## config.mk

```make
export PLATFORM = sky130hd
export DESIGN_NAME = placer_request_sequencer
export DESIGN_NICKNAME = d
export VERILOG_FILES = /design/src/rtl/placer_request_sequencer.sv
export SDC_FILE = /design/constraint.sdc
export NUM_CORES = 1
export LEC_CHECK = 0
export CORE_ASPECT_RATIO = 1.4
export CORE_UTILIZATION = 55
export DETAILED_ROUTE_END_ITERATION = 7
export PLACE_DENSITY = 0.8
export SETUP_SLACK_MARGIN = 0.02
export SLEW_MARGIN = 20
export SYNTH_ARGS = -nofsm -noshare
export SYNTH_HDL_FRONTEND = slang
export SYNTH_SLANG_ARGS = --single-unit
```

## constraint.sdc

```tcl
create_clock -name clk -period 3.7 [get_ports clk]
set_input_delay 0.74 -clock clk [delete_from_list [all_inputs] [get_ports clk]]
set_output_delay 0.74 -clock clk [all_outputs]
set_load 0.005 [all_outputs]
```

## src/rtl/placer_request_sequencer.sv

```systemverilog
// Placer request sequencer: queues host rectangles, issues one per 4-cycle slot
// to a fixed-latency placer, and tags the placer's answer with the issued size.
// Latency: first issue at the next slot boundary, result strobe LAT+2 cycles after issue.
// Backpressure: req_ready_o drops only when the FIFO holds DEPTH entries.
module placer_request_sequencer #(
  parameter int DEPTH = 8,
  parameter int LAT   = 8
) (
  input  logic                       clk,
  input  logic                       rst,
  input  logic                       req_valid_i,
  output logic                       req_ready_o,
  input  logic [4:0]                 req_height_i,
  input  logic [4:0]                 req_width_i,
  output logic [4:0]                 height_o,
  output logic [4:0]                 width_o,
  input  logic [7:0]                 index_x_i,
  input  logic [7:0]                 index_y_i,
  input  logic [3:0]                 strike_i,
  output logic                       res_valid_o,
  output logic [4:0]                 res_height_o,
  output logic [4:0]                 res_width_o,
  output logic [7:0]                 res_x_o,
  output logic [7:0]                 res_y_o,
  output logic [3:0]                 res_strike_o,
  output logic [$clog2(DEPTH):0]     fifo_count_o,
  output logic                       busy_o
);

  localparam int AW = $clog2(DEPTH);
  // Tag slots: an entry issued at a slot boundary reaches the last slot after
  // LAT/4 further boundaries, which is where its placer answer becomes due.
  localparam int NT = LAT / 4 + 1;
  localparam logic [AW:0] FULL_CNT = (AW + 1)'(DEPTH);

  typedef struct packed {
    logic       vld;
    logic [4:0] h;
    logic [4:0] w;
  } tag_t;

  logic [1:0]    slot;
  logic [4:0]    fifo_h [DEPTH];
  logic [4:0]    fifo_w [DEPTH];
  logic [AW-1:0] wr_ptr;
  logic [AW-1:0] rd_ptr;
  logic [AW:0]   count;
  tag_t          tags [NT];

  logic slot_end;
  logic push;
  logic pop;
  logic res_take;
  logic any_tag;

  // Zero-sized requests are handshaken but dropped; pop only at the 3->0 edge.
  assign slot_end    = (slot == 2'd3);
  assign req_ready_o = (count < FULL_CNT);
  assign push        = req_valid_i && req_ready_o &&
                       (req_height_i != 5'd0) && (req_width_i != 5'd0);
  assign pop         = slot_end && (count != '0);
  // The oldest tag is sampled at the edge ending issue cycle T+LAT+1. With LAT a
  // multiple of 4, that edge always leaves slot phase 1.
  assign res_take     = (slot == 2'd1) && tags[NT-1].vld;
  assign fifo_count_o = count;

  // Free-running slot phase; first edge out of reset is the 0->1 edge.
  always_ff @(posedge clk) begin
    if (!rst) slot <= 2'd0;
    else      slot <= slot + 2'd1;
  end

  // FIFO payload storage; contents are don't-care while pointers are reset.
  always_ff @(posedge clk) begin
    if (push) begin
      fifo_h[wr_ptr] <= req_height_i;
      fifo_w[wr_ptr] <= req_width_i;
    end
  end

  // FIFO pointers and occupancy; push and pop on the same edge cancel out.
  always_ff @(posedge clk) begin
    if (!rst) begin
      wr_ptr <= '0;
      rd_ptr <= '0;
      count  <= '0;
    end else begin
      if (push) wr_ptr <= wr_ptr + 1'b1;
      if (pop)  rd_ptr <= rd_ptr + 1'b1;
      case ({push, pop})
        2'b10:   count <= count + 1'b1;
        2'b01:   count <= count - 1'b1;
        default: count <= count;
      endcase
    end
  end

  // Placer drive: load head (or an idle 0/0) once per slot and hold for 4 cycles.
  always_ff @(posedge clk) begin
    if (!rst) begin
      height_o <= 5'd0;
      width_o  <= 5'd0;
    end else if (slot_end) begin
      height_o <= pop ? fifo_h[rd_ptr] : 5'd0;
      width_o  <= pop ? fifo_w[rd_ptr] : 5'd0;
    end
  end

  // In-flight tag line, one entry per slot; idle slots shift in an invalid tag.
  always_ff @(posedge clk) begin
    if (!rst) begin
      for (int i = 0; i < NT; i++) tags[i] <= '0;
    end else if (slot_end) begin
      tags[0].vld <= pop;
      tags[0].h   <= pop ? fifo_h[rd_ptr] : 5'd0;
      tags[0].w   <= pop ? fifo_w[rd_ptr] : 5'd0;
      for (int i = 1; i < NT; i++) tags[i] <= tags[i-1];
    end
  end

  // Result capture: one-cycle strobe, payload held until the next result.
  always_ff @(posedge clk) begin
    if (!rst) begin
      res_valid_o  <= 1'b0;
      res_height_o <= 5'd0;
      res_width_o  <= 5'd0;
      res_x_o      <= 8'd0;
      res_y_o      <= 8'd0;
      res_strike_o <= 4'd0;
    end else begin
      res_valid_o <= res_take;
      if (res_take) begin
        res_height_o <= tags[NT-1].h;
        res_width_o  <= tags[NT-1].w;
        res_x_o      <= index_x_i;
        res_y_o      <= index_y_i;
        res_strike_o <= strike_i;
      end
    end
  end

  // Busy while anything is queued or any issued entry still awaits its answer.
  always_comb begin
    any_tag = 1'b0;
    for (int i = 0; i < NT; i++) any_tag = any_tag | tags[i].vld;
    busy_o = (count != '0) || any_tag;
  end

endmodule

```

# Yosys cells after proc, flatten, opt, wreduce, memory -nomap -nowiden
# Memory sizes are Yosys's and may differ from the RTL's. A register that Yosys moved wholly into a read port is not among the register bits.
# Index checks and enable logic that the tools add are counted.
[totals]
rom_bits = 0
n_memories = 3
latch_bits = 0
reg_bits = 53
out_inout_bits = 47
mem_bits_rw = 113
word_cells = 60
[op_classes]
n_reduce_logical = 10
order_cmp = 1
bitwise_logic = 7
addsub = 5
div_mod_pow = 0
mul = 0
mux = 18
n_eq_ne = 4
shifts = 0
[mem_list]
columns = ["name", "words", "word_bits", "read_ports", "rd_clocked_by_memory_dff", "wr", "line", "source"]
rows = [
  ["fifo_h", 8, 5, 1, 1, 1, "43", "logic [4:0] fifo_h [DEPTH];"],
  ["fifo_w", 8, 5, 1, 1, 1, "44", "logic [4:0] fifo_w [DEPTH];"],
  ["tags", 3, 11, 3, 0, 3, "48", "tag_t tags [NT];"],
]
[op_table]
columns = ["op", "n"]
rows = [
  ["$mux W11", 2],
  ["$mux W5", 4],
  ["$mux W3", 4],
  ["$reduce_bool A5 Y1", 2],
  ["$pmux W4 S2", 1],
  ["$mux W1", 7],
  ["$or A1 B1 Y1", 7],
  ["$add A3 B1 Y3 const B", 2],
  ["$logic_and A1 B1 Y1", 5],
  ["$add A4 B1 Y4 const B", 1],
  ["$eq A2 B1 Y1 const B", 2],
  ["$eq A2 B2 Y1 const B", 2],
  ["$lt A4 B4 Y1 const B", 1],
  ["$reduce_bool A4 Y1", 1],
  ["$sub A4 B1 Y4 const B", 1],
  ["$add A2 B1 Y2 const B", 1],
  ["$reduce_bool A2 Y1", 1],
  ["$logic_or A1 B1 Y1", 1],
]

# Longest topological paths before layout
[logic_depth]
depth_word = 6
mapped_depth = 10

# Worst setup path before layout
# OpenSTA, ideal clock, no wires.
[synth_timing]
path_type = "input to register"
startpoint = "input req_width_i[0]"
endpoint = "register count[2] (netlist: fifo_count_o[2])"
stages = 9
required_time_ps = 3624
t_arrival_ps = 2795
setup_time_ps = 76
slack_ps = 830
path_cell_list = "or4_1 -> o221ai_4 -> ha_1 -> xor2_1 -> ha_1 -> a21oi_1 -> xor2_1 -> or3_1 -> a21boi_0"
[synth_via]
elab_chain_cells = 4
word_cells_on_any_way = 6
[synth_lines]
columns = ["item", "line", "source"]
rows = [
  ["start, declared", "14", "input logic [4:0] req_width_i,"],
  ["$reduce_bool A5 Y1 (*)", "60", "(req_height_i != 5'd0) && (req_width_i != 5'd0);"],
  ["$logic_and A1 B1 Y1 (*)", "60", ""],
  ["$eq A2 B1 Y1 / $eq A2 B2 Y1 (equally long branches)", "90", "case ({push, pop})"],
  ["$pmux W4 S2 / $reduce_bool A2 Y1 (equally long branches)", "-", ""],
  ["end signal, assigned", "91", "2'b10: count <= count + 1'b1;"],
  ["end signal, assigned", "92", "2'b01: count <= count - 1'b1;"],
  ["end signal, assigned", "93", "default: count <= count;"],
  ["end, declared", "47", "logic [AW:0] count;"],
]
# Every way passes the cells marked *; elsewhere a longest branch is shown, timed or not.
# A chain may end at the register's enable or synchronous reset.

# Final worst setup path
# Same ends and word-level chain as after synthesis.

==> flow_metrics.tcl <==
set metrics [dict create \
    synthCells 449 \
    path_buf_inv 1 \
    place_ws_ns 0.118 \
    seq_area_um2 4510 \
    dominantRegCellSynth "edfxtp_1" \
    cts_buffers 17 \
    route.vias.total 3857 \
    p_total_mw 4.10 \
    setup_viol 0 \
    skew_ns 0.00941 \
    dieArea_um2 12200 \
    fin_cells 697 \
    seqPwrFrac_pct 51.4 \
    drtPass1Iterations 4 \
    cp_max_fo 9 \
    rsz0062_at_grt "false" \
    die_h_um 130 \
    ys_seq_area_share_pct 69.7 \
    avgSynthCellArea_um2 14.4 \
    clock.fmax_mhz 319 \
    crit_path_max_incr_delay_ns 0.62 \
    overflow 0 \
    leakagePower_nw 2.91 \
    cts_sinks 169 \
    finalWorstSetupSlack_ns 0.569 \
    internal_power_mw 3.17 \
    yosys_warnings 0 \
    wire_per_inst_um 17.4 \
    syn_nets 489 \
    ctsResizeCount 0 \
    grt_start_max_net_pins 71 \
    syn-cell-area_um2 6480 \
    async_reset_ff_share_pct 0 \
    grtUsageMet3_pct 5.50 \
    ant_nets 0 \
    hold_buffers 0 \
    dp.cells 665 \
    synth-edff-count 113 \
    start_util_pct 56.9 \
    cts_tree "built" \
    status "finished clean" \
    ir_drop_v 0.000386 \
    path_cells "clkdlybuf4s50_1, or4_1, o221ai_4, ha_1, xor2_1, ha_1, a21oi_1, xor2_1, or3_1, a21boi_0" \
    p_sw_share_pct 22.7 \
    grt_busiest_layer "met2" \
    drive_above_1_share_pct 13.0 \
    powerDensity_nw_per_um2 510 \
    cp.arrival_ns 3.46 \
    gp_congestion 0.752 \
    grt_pass1_wl_um 19100 \
    worstPathRequired_ns 4.03 \
    place_area_um2 7450 \
    cp_slowest_cell "or4_1" \
    cts_max_level 4 \
    relSlewSlack_pct 33.6 \
    clk_latency_ns 0.42 \
    clkPwrFrac_pct 42.6 \
    design_area_um2 8050 \
    path_class "input port to flip-flop" \
    numPortBuffers 79 \
    ys_ff_latch 169 \
    cp-start-kind "input port" \
    pwr-share-comb_pct 6.0 \
    num_rows 46 \
    grtUsageMet1_pct 25.0 \
    grt_pass1_vias 3893 \
    diodes 0 \
    postCtsSetupBuffers 0 \
    yosysUniqueCellTypes 35 \
    critPathTopFamily "simple AND/OR/NAND/NOR gates" \
    multi_input_area_um2 1830 \
    min_period_over_period_pct 84.6 \
    max-cap-violations 0 \
    min_path_type "flip-flop to flip-flop" \
    mostFrequentLayoutCell "edfxtp_1" \
    finalHoldViolCount 0 \
    period_needed_ns 3.13 \
    reg2reg_slack_ns 1.09 \
    dp_hpwl_um 7830 \
    grt.total_usage_pct 21.3 \
    switchingPower_mw 0.932 \
    die_w_um 93.7 \
    setup_tns_ns 0 \
    syn_to_final_growth_pct 24.1 \
    end_kind "flip-flop" \
    fillers 774 \
    clockBufferDepth 2 \
    worst_pin_slew_ns 0.996 \
    nNetsFinal 580 \
    cts-root-buf "clkbuf_16" \
    final_cell_mix "113 x edfxtp_1, 78 x clkdlybuf4s50_1, 69 x nand2_1" \
    clk_pin_slew_ns 0.06 \
    drt_iter0_markers 175 \
    core_um2 11400 \
    antenna_found_initial 0 \
    vias_per_cell 5.53 \
    wirelength_um 12100 \
    io_pins 80 \
    slew_viol_final 0 \
    drc_errors 0 \
    met2_usage_pct 36.9 \
]
[power groups by stage]
stage               registers (mW)  logic, mW  clock network, mW
floorplan                     2.14      0.126                  0
global placement              2.14      0.240                  0
detailed placement            2.15      0.248                  0
CTS                           2.11      0.250               1.77
global route                  2.11      0.271               1.85
finish                        2.11      0.246               1.75
[worst paths after layout]
check                       start              end  cells after the start
setup reg to reg  fifo_count_o[0]  fifo_count_o[2]                     10
setup / recovery   req_width_i[0]  fifo_count_o[2]                     10
hold / removal         width_o[3]       width_o[3]                      1
hold reg to reg        width_o[3]       width_o[3]                      1
[metal layers]
metal	up-vias	part of all wire [%]
li1	1817	-
met1	1902	41
met2	119	53
met3	19	5.1
met4	0	1.9
met5	-	0
[per-stage QoR]
| step | util (%) | hold WS [ns] |
|---|---|---|
| final | 70.6 | 0.456 |
| after global routing | 70.6 | 0.478 |
| after CTS | 70.6 | 0.461 |
| after detailed placement | 65.4 | 0.443 |
| after global placement | 65.4 | 0.438 |
| after floorplan | - | 0.426 |
[state kept, by name (all words and copies together), names as in the netlist, named ones only]
register and cells:
fifo_count_o 4, fifo_h 40, fifo_w 40, height_o 5, rd_ptr 3, res_height_o 5
res_strike_o 4, res_valid_o 1, res_width_o 5, res_x_o 8, res_y_o 8, slot 2
tags 33, width_o 5, wr_ptr 3
[cell families (layout without fill, tap and decap cells)]
group / Yosys count / count (layout) / synth area share, %
AOI/OAI and AO/OA: 59 / 59 / 6.95
muxes: 32 / 32 / 7.26
buffers and inverters: 29 / 133 / 2.10
xor gates and xnor gates: 6 / 6 / 0.811
and+or+nand+nor: 147 / 147 / 11.9
adders and majority gates: 7 / 7 / 1.35
DFF: 169 / 169 / 69.7
[cell type report]
class / instances / share of cell area, %
Clock buffer: 17 / 5.29
Clock inverter: 15 / 2.07
Inverter: 6 / 0.280
Multi-Input combinational cell: 251 / 22.8
Sequential cell: 169 / 56.1
Tap cell: 144 / 2.24
Timing Repair Buffer: 95 / 11.3
[cell usage after synthesis (3+ instances only)]
cell	instances	area share, %
edfxtp_1	113	52
nand2_1	69	4.0
dfxtp_1	56	17
a21boi_0	32	3.7
and3_1	24	2.3
mux2i_1	20	3.1
clkbuf_1	17	0.98
mux4_2	12	4.2
nand2b_1	11	1.1
a21o_1	10	1.2
nor2b_1	9	0.87
a22oi_1	8	0.93
and3_4	8	1.4
ha_1	7	1.4
nor2_1	7	0.41
and2_1	6	0.58
inv_1	6	0.35
nand3_1	4	0.31
xnor2_1	4	0.54
buf_6	3	0.52
nor3_1	3	0.23
o21ai_0	3	0.23
or4_1	3	0.35
[worst reg2reg max path, stage by stage, from the launching register on]
cell and delay, ns:
dfxtp_1 0.37, or4_4 0.58, nand2_1 0.15, inv_1 0.07
ha_1 0.25, xor2_1 0.16, ha_1 0.18, a21oi_1 0.17
xor2_1 0.10, or3_1 0.30, a21boi_0 0.19
(Power assumes the default switching activity.)
